[config.mk]
export PLATFORM = sky130hd
export DESIGN_NAME = am_tx_keyer
export DESIGN_NICKNAME = d
export VERILOG_FILES = /design/src/rtl/am_tx_keyer.sv
export SDC_FILE = /design/constraint.sdc
export NUM_CORES = 1
export LEC_CHECK = 0
export ABC_AREA = 1
export BUFFER_PORTS_ARGS = -buffer_cell sky130_fd_sc_hd__buf_2
export CAP_MARGIN = 5
export CORE_UTILIZATION = 62
export DETAILED_ROUTE_END_ITERATION = 6
export GPL_TIMING_DRIVEN = 0
export PLACE_DENSITY = 0.87
export REMOVE_ABC_BUFFERS = 1
export SETUP_SLACK_MARGIN = 0.3
export SLEW_MARGIN = 15
export SYNTH_ARGS = -nofsm -noshare
export SYNTH_HDL_FRONTEND = slang
export SYNTH_SLANG_ARGS = --single-unit
[constraint.sdc]
create_clock -name clk_in -period 8.2 [get_ports clk_in]
set_input_delay 0.41 -clock clk_in [delete_from_list [all_inputs] [get_ports clk_in]]
set_output_delay 0.41 -clock clk_in [all_outputs]
set_load 0.1 [all_outputs]
[src/rtl/am_tx_keyer.sv]
// -----------------------------------------------------------------------------
// am_tx_keyer
//
// Transmit-keying controller for one AM TX channel. It drives the AM
// modulator's depth (module_deep) and carrier word (center_fre). On push-to-talk
// it slews the depth up to the programmed target, and on release it slews the
// depth back to zero so that the carrier is keyed without clicks. The target
// depth and carrier word are reconfigured over a valid/ready handshake.
//
// Optional feature macro: AM_HANG_EN
//   Defined   : releasing PTT while ON first holds the depth for HANG_CYCLES
//               cycles (HANG state). Re-keying in that window returns to ON
//               without any ramp.
//   Undefined : ON goes straight to RAMP_DOWN on PTT release. HANG_CYCLES has
//               no effect.
//
// Ports
//   clk_in       in   1            system clock
//   RST_N        in   1            synchronous reset, active low
//   ptt          in   1            push-to-talk level, synchronous to clk_in
//   cfg_valid    in   1            config word valid
//   cfg_ready    out  1            config accepted when cfg_valid & cfg_ready
//   cfg_deep     in   16           new target depth
//   cfg_fre      in   PHASE_WIDTH  new carrier frequency word
//   ramp_div     in   DIV_WIDTH    ramp tick every ramp_div+1 cycles
//   ramp_step    in   16           depth change per tick (0 acts as 1)
//   module_deep  out  16           depth to modulator, registered
//   center_fre   out  PHASE_WIDTH  carrier word to modulator, registered
//   tx_active    out  1            high whenever the state is not IDLE
//   state_o      out  3            state encoding, for debug
//                                  (IDLE=0 SLEW=1 ON=2 RAMP_DOWN=3 HANG=4)
// -----------------------------------------------------------------------------
module am_tx_keyer #(
  parameter int unsigned             PHASE_WIDTH  = 32,
  parameter int unsigned             DIV_WIDTH    = 16,
  parameter logic [15:0]             DEFAULT_DEEP = 16'd32768,
  parameter logic [PHASE_WIDTH-1:0]  DEFAULT_FRE  = PHASE_WIDTH'(229780750),
  parameter int unsigned             HANG_CYCLES  = 1024
) (
  input  logic                   clk_in,
  input  logic                   RST_N,
  input  logic                   ptt,
  input  logic                   cfg_valid,
  output logic                   cfg_ready,
  input  logic [15:0]            cfg_deep,
  input  logic [PHASE_WIDTH-1:0] cfg_fre,
  input  logic [DIV_WIDTH-1:0]   ramp_div,
  input  logic [15:0]            ramp_step,
  output logic [15:0]            module_deep,
  output logic [PHASE_WIDTH-1:0] center_fre,
  output logic                   tx_active,
  output logic [2:0]             state_o
);

  typedef enum logic [2:0] {
    ST_IDLE = 3'd0,
    ST_SLEW = 3'd1,
    ST_ON   = 3'd2,
    ST_DOWN = 3'd3,
    ST_HANG = 3'd4
  } state_t;

  state_t                 state_q, state_d;
  logic [15:0]            deep_q, deep_d;
  logic [15:0]            target_q;
  logic [PHASE_WIDTH-1:0] fre_q;
  logic [DIV_WIDTH-1:0]   cnt_q, cnt_d;
  logic                   active_q;

  logic                   xfer;
  logic                   counting;
  logic                   tick;
  logic [15:0]            step_eff;
  logic [16:0]            up_sum;
  logic [15:0]            up_val;
  logic [15:0]            dn_to_target;
  logic [15:0]            dn_to_zero;

`ifdef AM_HANG_EN
  localparam int unsigned     HANG_W    = $clog2(HANG_CYCLES + 1);
  localparam logic [HANG_W-1:0] HANG_LAST = HANG_W'(HANG_CYCLES - 1);
  logic [HANG_W-1:0] hcnt_q, hcnt_d;
`else
  // Keeps the parameter referenced in builds without the hang state.
  logic unused_hang;
  assign unused_hang = (HANG_CYCLES != 0);
`endif

  // Config is only taken while the depth is settled (IDLE or ON), and never
  // while reset is asserted.
  assign cfg_ready = RST_N && ((state_q == ST_IDLE) || (state_q == ST_ON));
  assign xfer      = cfg_valid && cfg_ready;

  assign step_eff  = (ramp_step == 16'd0) ? 16'd1 : ramp_step;
  assign counting  = (state_q == ST_SLEW) || (state_q == ST_DOWN);
  assign tick      = counting && (cnt_q == ramp_div);

  // Upward slew is summed at 17 bits so a large step saturates at the target
  // instead of wrapping past 65535.
  assign up_sum       = {1'b0, deep_q} + {1'b0, step_eff};
  assign up_val       = (up_sum >= {1'b0, target_q}) ? target_q : up_sum[15:0];
  // Only used when deep_q > target_q, so the difference cannot underflow.
  assign dn_to_target = ((deep_q - target_q) <= step_eff) ? target_q
                                                          : (deep_q - step_eff);
  assign dn_to_zero   = (deep_q <= step_eff) ? 16'd0 : (deep_q - step_eff);

  // NOTE: every signal assigned in this block gets a default first, so no path
  // leaves it unassigned and no latch is inferred.
  always_comb begin
    state_d = state_q;
    deep_d  = deep_q;

    case (state_q)
      ST_IDLE: begin
        deep_d = '0;
        if (ptt) state_d = ST_SLEW;
      end

      // The depth only moves on a tick while the state is kept; any state
      // change freezes it for that cycle.
      ST_SLEW: begin
        if (!ptt) begin
          state_d = ST_DOWN;
        end else if (deep_q == target_q) begin
          state_d = ST_ON;
        end else if (tick) begin
          deep_d = (deep_q < target_q) ? up_val : dn_to_target;
        end
      end

      ST_ON: begin
        if (!ptt) begin
`ifdef AM_HANG_EN
          state_d = ST_HANG;
`else
          state_d = ST_DOWN;
`endif
        end else if (xfer && (cfg_deep != deep_q)) begin
          state_d = ST_SLEW;
        end
      end

      // Re-keying resumes the slew from the current depth, without a jump.
      ST_DOWN: begin
        if (ptt) begin
          state_d = ST_SLEW;
        end else if (deep_q == 16'd0) begin
          state_d = ST_IDLE;
        end else if (tick) begin
          deep_d = dn_to_zero;
        end
      end

`ifdef AM_HANG_EN
      ST_HANG: begin
        if (ptt) begin
          state_d = ST_ON;
        end else if (hcnt_q == HANG_LAST) begin
          state_d = ST_DOWN;
        end
      end
`endif

      default: begin
        state_d = ST_IDLE;
        deep_d  = '0;
      end
    endcase

    // Prescaler restarts on every state change so each ramp segment begins
    // with a full ramp_div+1 period.
    if ((state_d != state_q) || !counting || tick) begin
      cnt_d = '0;
    end else begin
      cnt_d = cnt_q + 1'b1;
    end
  end

`ifdef AM_HANG_EN
  assign hcnt_d = ((state_q == ST_HANG) && (state_d == ST_HANG)) ? (hcnt_q + 1'b1)
                                                                 : '0;
`endif

  // NOTE: sequential state is written with non-blocking assignments only, so
  // every register samples the values from before the edge.
  always_ff @(posedge clk_in) begin
    if (!RST_N) begin
      state_q  <= ST_IDLE;
      deep_q   <= '0;
      target_q <= DEFAULT_DEEP;
      fre_q    <= DEFAULT_FRE;
      cnt_q    <= '0;
      active_q <= 1'b0;
    end else begin
      state_q  <= state_d;
      deep_q   <= deep_d;
      cnt_q    <= cnt_d;
      active_q <= (state_d != ST_IDLE);
      // The carrier word is applied at once; the downstream NCO keeps its
      // accumulator, so the change stays phase-continuous.
      if (xfer) begin
        target_q <= cfg_deep;
        fre_q    <= cfg_fre;
      end
    end
  end

`ifdef AM_HANG_EN
  always_ff @(posedge clk_in) begin
    if (!RST_N) hcnt_q <= '0;
    else        hcnt_q <= hcnt_d;
  end
`endif

  assign module_deep = deep_q;
  assign center_fre  = fre_q;
  assign tx_active   = active_q;
  assign state_o     = state_q;

endmodule

==> summary.txt <==
Synthesis
  – Synth unique cells: 55
  – Dominant cell type by area after synthesis: dfxtp_1
  – Post-Synth Simple-Gate Area: between 20 and 30%
  – Post-Syn Instances: between 1000 and 1500
  – Post-synthesis area per instance: roughly 6.7 um2
  – Synth Area in XOR/XNOR: a little under 9%
  – Post-synth ARST share: 0%
  – Ys flop type: dfxtp_1
  – EDFF count, synth: 0
  – YS warnings: 0
  – Sequential fraction of the synthesis area: between 20% and 30%
  – Largest family of logic cells by synthesized area: simple AND/OR/NAND/NOR gates
  – Multiplexer share of the synthesized area: 0%
  – Synth top area share: 22.1%
  – Mapped Area: 0.00763 mm2
  – Post-synthesis register bit count: 84
  – Adder-cell share of the synthesized area: between 10 and 15%
  – Synth area leaders: dfxtp_1 22%, ha_1 13%, nand2_1 11%, inv_1 6.2%, a21oi_1 6.1%
  – Compound-gate portion of the synthesized area: around 16%

STA
  – Final Skew: between 8 and 9 ps
  – RSZ-0062 raised after global routing: false
  – Slew Limit Headroom: approximately 25%
  – Final hold vios: 0
  – Minimum clock period: slightly above 5000 ps
  – Fmax: 198 MHz
  – Fin Hold WS: roughly 260 ps
  – Slew @ Worst Pin: around 1100 ps
  – Slew Limit Fails: 0
  – Setup violators final: 0
  – Tcrit/Tclk final: ~61%
  – Setup TNS: 0 ps

Routing
  – Pre-antenna DRT Iters: 5
  – Highest Signal Layer: met4
  – Avg WL per Cell: roughly 16 um
  – 1st-iter DRT viols: about 1000
  – DRC viols: 0
  – Metal2 WL: between 9 and 10 mm
  – DRT Wirelength: between 20 and 25 mm
  – DR WL met3: 2.20 mm
  – Total number of vias: roughly 8000
  – Met1 Wirelength: approximately 8.7 mm
  – Antenna-violating nets left: 0
  – Vias/cell: between 5 and 6

Worst setup path
  – CP Data Arrival Time: between 5000 and 6000 ps
  – CP max-delay cell: nor4_1
  – Worst path most repeated cell: nand2_1
  – CP Buf/Inv Count: 3
  – CP max FO: 17
  – Worst Path Required: roughly 8400 ps
  – Worst path top cell family by delay: simple AND/OR/NAND/NOR gates
  – Critical path class: in -> reg
  – Crit start category: primary input
  – Critical Path Sink Type: register
  – Max incr delay on CP: a little over 600 ps

Clock network
  – Number of setup buffers added after CTS: 0
  – Clk slew on worst S/H paths: about 60 ps
  – CTS sink count: 84
  – CTS tree: built
  – Clock root buffer: clkbuf_16
  – Inserted Clock Buffers: 9
  – H-tree Lvls: 3
  – Clk buf depth: 2
  – Hold buffer count at cts: 0
  – Clock Latency Late Sink: about 340 ps
  – CTS-repair resized insts: 0

Run status
  – Status: finished clean

Floorplanning
  – FP Rows: 40
  – Initial Util: a little under two thirds
  – Die ar.: around 0.013 mm2
  – Die Y: about 110 um
  – Chip Width: ~110 um
  – Core area: 0.0120 mm2
  – Ports: around 140

Layout
  – Area Growth Syn to Fin: 11.3%
  – Share of layout cells above drive strength 1: 15.9%
  – Nets: ~1400
  – Most common cell after layout, fill and taps aside: nand2_1
  – Post-Layout Cell Count: 1381
  – Diode count: 0
  – Most frequent cells in the layout: 229 x nand2_1, 136 x buf_2, 126 x inv_1

Power
  – Net load switching power: 0.000727 W
  – Internal power: 0.000865 W
  – Sequential Power Share: between 20% and 30%
  – Pwr dens: 187 mW/mm2
  – Switching part of the total: approximately 46%
  – Peak VDD IR: around 0.15 mV
  – Pleak: roughly 4.2 nW
  – Combinational share of power: about 48%
  – Clock network fraction of design power: 23.7%
  – Tot Pwr: roughly 0.0016 W

GRT
  – Total track usage: between 30% and 40%
  – Vias in the first global route: ~7600
  – First-pass GRT wire length: approximately 35 mm
  – Initial antenna violation count: 0
  – Largest net degree at the start of global routing: 68
  – Total gr overflow: 0

Place
  – Placed insts: ~1400
  – Hpwl dp: between 15 and 20 mm
  – Port buffer count: 136
  – Routability cong.: around 1

Hold path
  – HP Class: in -> reg

Flow run
  – Number of max-cap violations: 0
tightest hold or removal path, cell delays in order:
cell,delay (ps)
buf_2,70
nand2_1,40
nand3_1,50
stage by stage:
stage	instance area, um2	utilization (%)	setup WS [ps]
2_1_floorplan	7350	-	3790
3_3_place_gp	8210	68.4	3010
3_5_place_dp	8210	68.4	2960
4_1_cts	8490	70.6	3310
5_1_grt	8490	70.7	2950
6_report	8490	70.7	3160
power by group through the flow:
stage | clock, W | combinational, W | sequential [W]
finish | 0.000377 | 0.000764 | 0.000450
global route | 0.000396 | 0.000836 | 0.000452
CTS | 0.000381 | 0.000745 | 0.000449
detailed placement | 0 | 0.000741 | 0.000458
global placement | 0 | 0.000723 | 0.000457
floorplan | 0 | 0.000454 | 0.000560
worst paths after layout:
path | start | endpoint | slack (ps) | cells past startpoint
worst max register to register | module_deep[0] | module_deep[4] | 3560 | 21
worst max-delay path | ramp_step[12] | module_deep[4] | 3160 | 27
worst min register to register | center_fre[27] | center_fre[27] | 480 | 2
worst min-delay path | cfg_fre[21] | center_fre[21] | 260 | 3
state kept, by name, indices dropped and copies added, names as in the netlist:
name,flops
tx_active,1
cnt_q,16
module_deep,16
center_fre,32
target_q,16
state_o,3
layout make-up:
cell class / count / area, um2
multi-input cells: 866 / 5170
fillers: 1019 / 3520
flip-flops and latches: 84 / 1680
repair buffers: 136 / 681
inverters: 132 / 495
clock buffers: 9 / 225
well taps: 147 / 184
clock inverters: 7 / 50.0
metal layers:
metal | track usage, % | vias to the layer above
li1 | - | 3925
met1 | 43.6 | 3592
met2 | 59.1 | 443
met3 | 5.68 | 78
met4 | 15.1 | 0
met5 | 0 | -
Yosys cell counts, types with 2 or more instances:
cell / count
o21ai_0: 56
nor3_1: 10
o21a_1: 2
a21boi_0: 2
xor2_1: 40
xnor2_1: 36
buf_1: 4
nor2_1: 108
nor3b_2: 3
a21o_1: 3
nand2_2: 6
o21ai_2: 2
o2111ai_1: 3
nor3_4: 2
a21oi_2: 2
buf_6: 3
nand3_1: 92
o21bai_1: 6
dfxtp_1: 84
inv_2: 6
fa_1: 3
nand2_1: 229
o21ai_1: 6
a21oi_1: 93
buf_4: 4
nor4_1: 6
inv_1: 126
a31oi_1: 12
o211ai_1: 13
nand4_1: 17
clkbuf_1: 31
nor2_2: 11
ha_1: 82
buf_2: 17
cell families after synthesis:
kind of cell    after synthesis
compound gates              208
xor+xnor                     76
buf+inv                     191
other cells                   1
simple gates                496
flops                        84
fa+ha+maj                    85
No activity file was read; power rests on OpenSTA's default activity.
